**config.mk**
```make
export PLATFORM = sky130hd
export DESIGN_NAME = rsa_msg_sequencer
export DESIGN_NICKNAME = d
export VERILOG_FILES = /design/src/rtl/rsa_msg_sequencer.sv
export SDC_FILE = /design/constraint.sdc
export NUM_CORES = 1
export LEC_CHECK = 0
export CAP_MARGIN = 20
export CORE_MARGIN = 2
export CORE_UTILIZATION = 45
export CTS_CLUSTER_DIAMETER = 120
export DETAILED_ROUTE_END_ITERATION = 10
export PLACE_DENSITY = 0.87
export SLEW_MARGIN = 20
export SYNTH_ARGS = -nofsm -noshare
export SYNTH_HDL_FRONTEND = slang
export SYNTH_SLANG_ARGS = --single-unit
```
**constraint.sdc**
```tcl
create_clock -name clk -period 2.4 [get_ports clk]
set_clock_uncertainty 0.1 [all_clocks]
set_input_delay 0.24 -clock clk [delete_from_list [all_inputs] [get_ports clk]]
set_output_delay 0.24 -clock clk [all_outputs]
set_load 0.005 [all_outputs]
```
**src/rtl/rsa_msg_sequencer.sv**
```systemverilog
// Sequences plaintext symbols through a modular-exponentiation core: load operands, pulse start,
// wait (with timeout) for done, return result on a valid/ready stream. One symbol in flight.
module rsa_msg_sequencer #(
  parameter int base_width = 4,
  parameter int expo_width = 4,
  parameter int N_width    = 4,
  parameter int TIMEOUT    = 32
) (
  input  logic                  clk,
  input  logic                  rst,
  input  logic                  key_load,
  input  logic [expo_width-1:0] key_expo,
  input  logic [N_width-1:0]    key_N,
  input  logic                  in_valid,
  output logic                  in_ready,
  input  logic [base_width-1:0] in_data,
  output logic                  core_start,
  output logic [base_width-1:0] core_base,
  output logic [expo_width-1:0] core_expo,
  output logic [N_width-1:0]    core_N,
  input  logic [N_width-1:0]    core_result,
  input  logic                  core_valid,
  output logic                  out_valid,
  input  logic                  out_ready,
  output logic [N_width-1:0]    out_data,
  output logic                  out_err,
  output logic                  busy,
  output logic [7:0]            msg_count
);

  localparam int TW = (TIMEOUT > 1) ? $clog2(TIMEOUT) : 1;
  localparam logic [TW-1:0] TIMER_LAST = TW'(TIMEOUT - 1);

  typedef enum logic [2:0] {
    IDLE  = 3'd0,
    START = 3'd1,
    GUARD = 3'd2,
    WAIT  = 3'd3,
    OUT   = 3'd4
  } state_t;

  state_t                state;
  logic [expo_width-1:0] key_expo_r;
  logic [N_width-1:0]    key_N_r;
  logic                  key_ok;
  logic [base_width-1:0] base_r;
  logic [N_width-1:0]    res_r;
  logic                  err_r;
  logic [TW-1:0]         timer;
  logic                  core_start_r;
  logic                  out_valid_r;
  logic [7:0]            msg_count_r;
  logic                  accept;

  // key_load wins over a symbol offered in the same IDLE cycle
  assign in_ready = (state == IDLE) && key_ok && !key_load;
  assign accept   = in_valid && in_ready;

  assign core_start = core_start_r;
  assign core_base  = base_r;
  assign core_expo  = key_expo_r;
  assign core_N     = key_N_r;
  assign out_valid  = out_valid_r;
  assign out_data   = res_r;
  assign out_err    = err_r;
  assign busy       = (state != IDLE);
  assign msg_count  = msg_count_r;

  always_ff @(posedge clk) begin
    if (rst) begin
      state        <= IDLE;
      key_expo_r   <= '0;
      key_N_r      <= '0;
      key_ok       <= 1'b0;
      base_r       <= '0;
      res_r        <= '0;
      err_r        <= 1'b0;
      timer        <= '0;
      core_start_r <= 1'b1;
      out_valid_r  <= 1'b0;
      msg_count_r  <= 8'd0;
    end else begin
      case (state)
        IDLE: begin
          if (key_load) begin
            key_expo_r <= key_expo;
            key_N_r    <= key_N;
            key_ok     <= 1'b1;
          end else if (accept) begin
            base_r <= in_data;
            state  <= START;
          end
        end
        START: begin
          core_start_r <= 1'b0;
          state        <= GUARD;
        end
        GUARD: begin
          // core done may still reflect the previous operation here
          timer <= '0;
          state <= WAIT;
        end
        WAIT: begin
          if (core_valid) begin
            res_r       <= core_result;
            err_r       <= 1'b0;
            out_valid_r <= 1'b1;
            state       <= OUT;
          end else if (timer == TIMER_LAST) begin
            res_r       <= '0;
            err_r       <= 1'b1;
            out_valid_r <= 1'b1;
            state       <= OUT;
          end else begin
            timer <= timer + 1'b1;
          end
        end
        OUT: begin
          if (out_ready) begin
            out_valid_r  <= 1'b0;
            core_start_r <= 1'b1;
            msg_count_r  <= msg_count_r + 8'd1;
            state        <= IDLE;
          end
        end
        default: begin
          out_valid_r  <= 1'b0;
          core_start_r <= 1'b1;
          state        <= IDLE;
        end
      endcase
    end
  end

endmodule

```
# After elaboration in Yosys (flattened, before gate mapping)
# Index checks and enable logic that the tools add are counted.
# totals
register_bits	36
inputBits	22
output_inout_bits	29
elab_cells	63
# op_classes
n_addsub	2
eq_ne	11
muxes	18
bitwise	3
reduce_logical	18
# op_table
operator	count
two-way mux 3 bit	5
one-hot mux 3 bit (5 select lines)	1
two-way mux 5 bit	2
!= test 2 bit (second input constant)	5
one-hot mux 5 bit (2 select lines)	1
AND reduction 3 bit	3
adder 8 x 1 -> 8 bit (second input constant)	1
two-way mux 4 bit	2
AND reduction 2 bit	4
equality test 3 x 2 -> 1 bit (second input constant)	2
one-hot mux 1 bit (3 select lines)	2
OR reduction 3 bit	2
adder 5 x 1 -> 5 bit (second input constant)	1
equality test 5 bit (second input constant)	1
two-way mux 1 bit	5
AND reduction 4 bit	1
nonzero test 2 bit	2
equality test 3 x 1 -> 1 bit (second input constant)	1
equality test 3 bit (second input constant)	1
logical AND 1 bit	3
zero test 3 bit	1
!= test 3 bit (second input constant)	1
inverter 1 bit	3
nonzero test 3 bit	1
zero test 1 bit	1

# Depth between registers and ports, before layout
# depth
depth_word	7
ltp_mapped	7
ltp_nobuf	6

# Worst setup path before layout
# OpenSTA, ideal clock, no wires.
# synth_timing
path_type	register to register
startpoint	register timer[0]
endpoint	register timer[3]
setup_time_ns	0.074
arrival_time_ns	1.899
required_ns	2.226
slack_ns	0.327
path_stages_with_launch	8
n_path_buf	1
synth_period_minus_slack_ns	2.073
path_cell_list	dfxtp_1 ha_1 and3_1 ha_1 or2_0 clkbuf_2 or4_1 a31oi_1
# synth_between
elab_chain_cells	4
elab_cells_between_ends	7
classes_between	1 x add/sub; 2 x eq/ne; 3 x mux; 1 x reduce/logical
# synth_rtl
element	line_no	source
start: declaration	49	logic [TW-1:0] timer;
start signal: assignment	115	timer <= timer + 1'b1;
adder 5 x 1 -> 5 bit	115	
two-way mux 5 bit	109	end else if (timer == TIMER_LAST) begin
two-way mux 5 bit	104	if (core_valid) begin
one-hot mux 5 bit (2 select lines)	83	case (state)
# Parallel ways exist; a longest one is shown, timed or not. The select of a mux whose other input is x is not followed.
# A chain may end at the register's enable or synchronous reset.

# Worst setup path in the final report
# Same ends and word-level chain as after synthesis.

==> results_dict.tcl <==
set metrics [dict create \
    clockBufferDepth 2 \
    place_hpwl_um 2550 \
    syn-mean-instance-area_um2 8.43 \
    worstSetupPathType "flip-flop to flip-flop" \
    net-switching-power_uw 303 \
    min_path_type "primary input to flip-flop" \
    syn_nets 214 \
    routed_wl_um 3680 \
    dp_slack_ns 0.240 \
    rsz0062_at_grt "no" \
    fillers 301 \
    cts.repair.resized 0 \
    cp-end-kind "flip-flop" \
    dr.pass1.iters 4 \
    yosysWarnings 0 \
    cp_common_cell "ha_1" \
    grt_max_degree 31 \
    die_w_um 63.5 \
    drc_errors 0 \
    maxCapViolCount 0 \
    final-setup-viol-count 0 \
    grt_pass1_vias 1368 \
    io_buffers 50 \
    hold_buffers 0 \
    swShare_pct 24.4 \
    synthCells 189 \
    dieArea_mm2 0.00403 \
    yosys.cell_types.count 41 \
    cellPowerDensity_mw_per_mm2 553 \
    via_per_inst 5.29 \
    finalMaxSlewViolations 0 \
    antenna_found_initial 0 \
    regArea_um2 721 \
    worst_slack_ns 0.215 \
    critPathLaunchType "flip-flop" \
    drive_above_1_share_pct 8.20 \
    synth_edf_count 0 \
    slowest_delay_ns 0.55 \
    cts_tree "built" \
    utilization_pct 66.7 \
    boundaryPins 51 \
    status "completed" \
    path_cells "ha_1 > and3_1 > ha_1 > or2_0 > or4_1 > a31oi_1" \
    clkPwrFrac_pct 34.1 \
    cts_made_buffers 5 \
    post_drt_wl_per_cell_um 12.7 \
    cts-root-buf "clkbuf_4" \
    cts_sinks 36 \
    p_int_uw 937 \
    worst_pin_slew_ns 0.388 \
    multiInputGateArea_um2 793 \
    fin_cells 290 \
    cp_data_arrival_time_ns 2.35 \
    post_cts_buffers 0 \
    area_growth_pct 40.8 \
    irDropWorstVdd_uv 561 \
    vias 1535 \
    nets 268 \
    worst_path_max_delay_cell "or4_1" \
    fmax_ghz 0.458 \
    crit_fanout 6 \
    drt_iter0_markers 54 \
    p_leak_nw 0.790 \
    rows 21 \
    grt_pass1_wl_um 6150 \
    p_seq_share_pct 50.9 \
    core_mm2 0.00336 \
    die_h_um 63.5 \
    tns_ns 0 \
    fin_crit_sh_pct 91.0 \
    num_antenna_cells 0 \
    comb_power_share_pct 15.0 \
    synthFlopType "dfxtp_1" \
    min_period_ns 2.19 \
    clk_pin_slew_worst_paths_ns 0.12 \
    grt_usage_pct 19.4 \
    initial_core_util_pct 47.4 \
    grt_overflow 0 \
    drtAntennaViolNets 0 \
    hold_violations 0 \
    relSlewSlack_pct 74.1 \
    netlist_area_mm2 0.00159 \
    gp_congestion 0.819 \
    clk-insertion-delay-late_ns 0.34 \
    ys_seq_area_share_pct 45.2 \
    dp.cells 282 \
    crit_required_ns 2.57 \
    ys_seq_elements 36 \
    h-tree-depth 2 \
    async_reset_ff_share_pct 0 \
]
-- cell usage after synthesis (2+ instances only) --
cell type	number	area, um2
a21oi_1	25	125
a31oi_1	5	31.3
buf_2	2	10.0
clkbuf_1	5	18.8
dfxtp_1	36	721
ha_1	3	37.5
inv_1	5	18.8
nand2_1	28	105
nand2b_1	3	18.8
nand3_1	13	65.1
nand3b_1	4	30.0
nor2_1	7	26.3
nor2b_1	2	12.5
nor3_1	3	15.0
nor3b_1	2	15.0
nor4_1	2	12.5
o21ai_0	12	60.1
o21bai_1	2	15.0
o31ai_1	4	30.0
or4_1	5	37.5
-- cell families after synthesis --
logic type | synth area share, %
and+or+nand+nor | 26.9
AOI/OAI and AO/OA | 18.4
DFF | 45.2
buffers and inverters | 5.26
adders and majority gates | 2.36
muxes | 1.34
xor gates and xnor gates | 0.550
-- cell type report --
type,instances,area share [%]
multi-input cells,137,35.4
inverters,5,0.837
clock buffers,5,1.67
clock inverters,3,1.90
well taps,46,2.57
repair buffers,58,25.5
flip-flops and latches,36,32.1
-- worst max-delay path, delay by kind of cell, from the launching register on --
family | cells | cell delay (ns)
DFF | 1 | 0.36
adders and majority gates | 2 | 0.45
and+or+nand+nor | 3 | 1.05
AOI/OAI and AO/OA | 1 | 0.16
-- power by group through the flow --
stage	Sequential, mW	Combinational (mW)	Clock (mW)
floorplan	0.645	0.0812	0
global placement	0.643	0.181	0
detailed placement	0.644	0.184	0
CTS	0.631	0.185	0.431
global route	0.635	0.202	0.473
finish	0.632	0.185	0.423
-- cells in the final DEF (no fill, tap or decap), drive strengths merged, types with 2 or more instances in the layout --
master,n
a31oi,5
nor2,7
clkdlybuf4s50,50
dfxtp,36
nor3,3
inv,5
nand3,13
nand3b,4
buf,8
a21oi,25
or4,5
nor2b,2
ha,3
o21ai,12
nor4,2
o21bai,2
nand2,28
o31ai,4
nor3b,2
nand2b,3
clkbuf,5
nor4b,2
-- routing by layer --
metal	vias to the layer above	track usage (%)	part of all wire [%]
met5	-	0	0
met4	0	10.1	2.4
met3	8	6.96	6.6
met2	51	29.6	44
met1	692	24.0	47
li1	784	-	-
-- final timing paths --
| path | startpoint | to | slack [ns] | depth (start not counted) |
|---|---|---|---|---|
| worst max-delay path | timer[0] | timer[3] | 0.21 | 6 |
| worst min-delay path | key_expo[0] | core_expo[0] | 0.34 | 3 |
| worst max register to register | timer[0] | timer[3] | 0.21 | 6 |
| worst min register to register | core_N[0] | core_N[0] | 0.36 | 2 |
-- state kept, by name (all words and copies together), names as in the netlist --
| name | count |
|---|---|
| core_N | 4 |
| core_base | 4 |
| core_expo | 4 |
| core_start | 1 |
| key_ok | 1 |
| msg_count | 8 |
| out_data | 4 |
| out_err | 1 |
| out_valid | 1 |
| state | 3 |
| timer | 5 |
-- through the flow --
stage / power (mW) / hold WS [ns] / area [um2]
global placement: 0.824 / 0.342 / 2160
detailed placement: 0.828 / 0.347 / 2160
finish: 1.24 / 0.338 / 2240
floorplan: 0.726 / 0.276 / 1590
CTS: 1.25 / 0.334 / 2240
global route: 1.31 / 0.321 / 2240
Note: power is estimated with default switching activity, not from simulation.
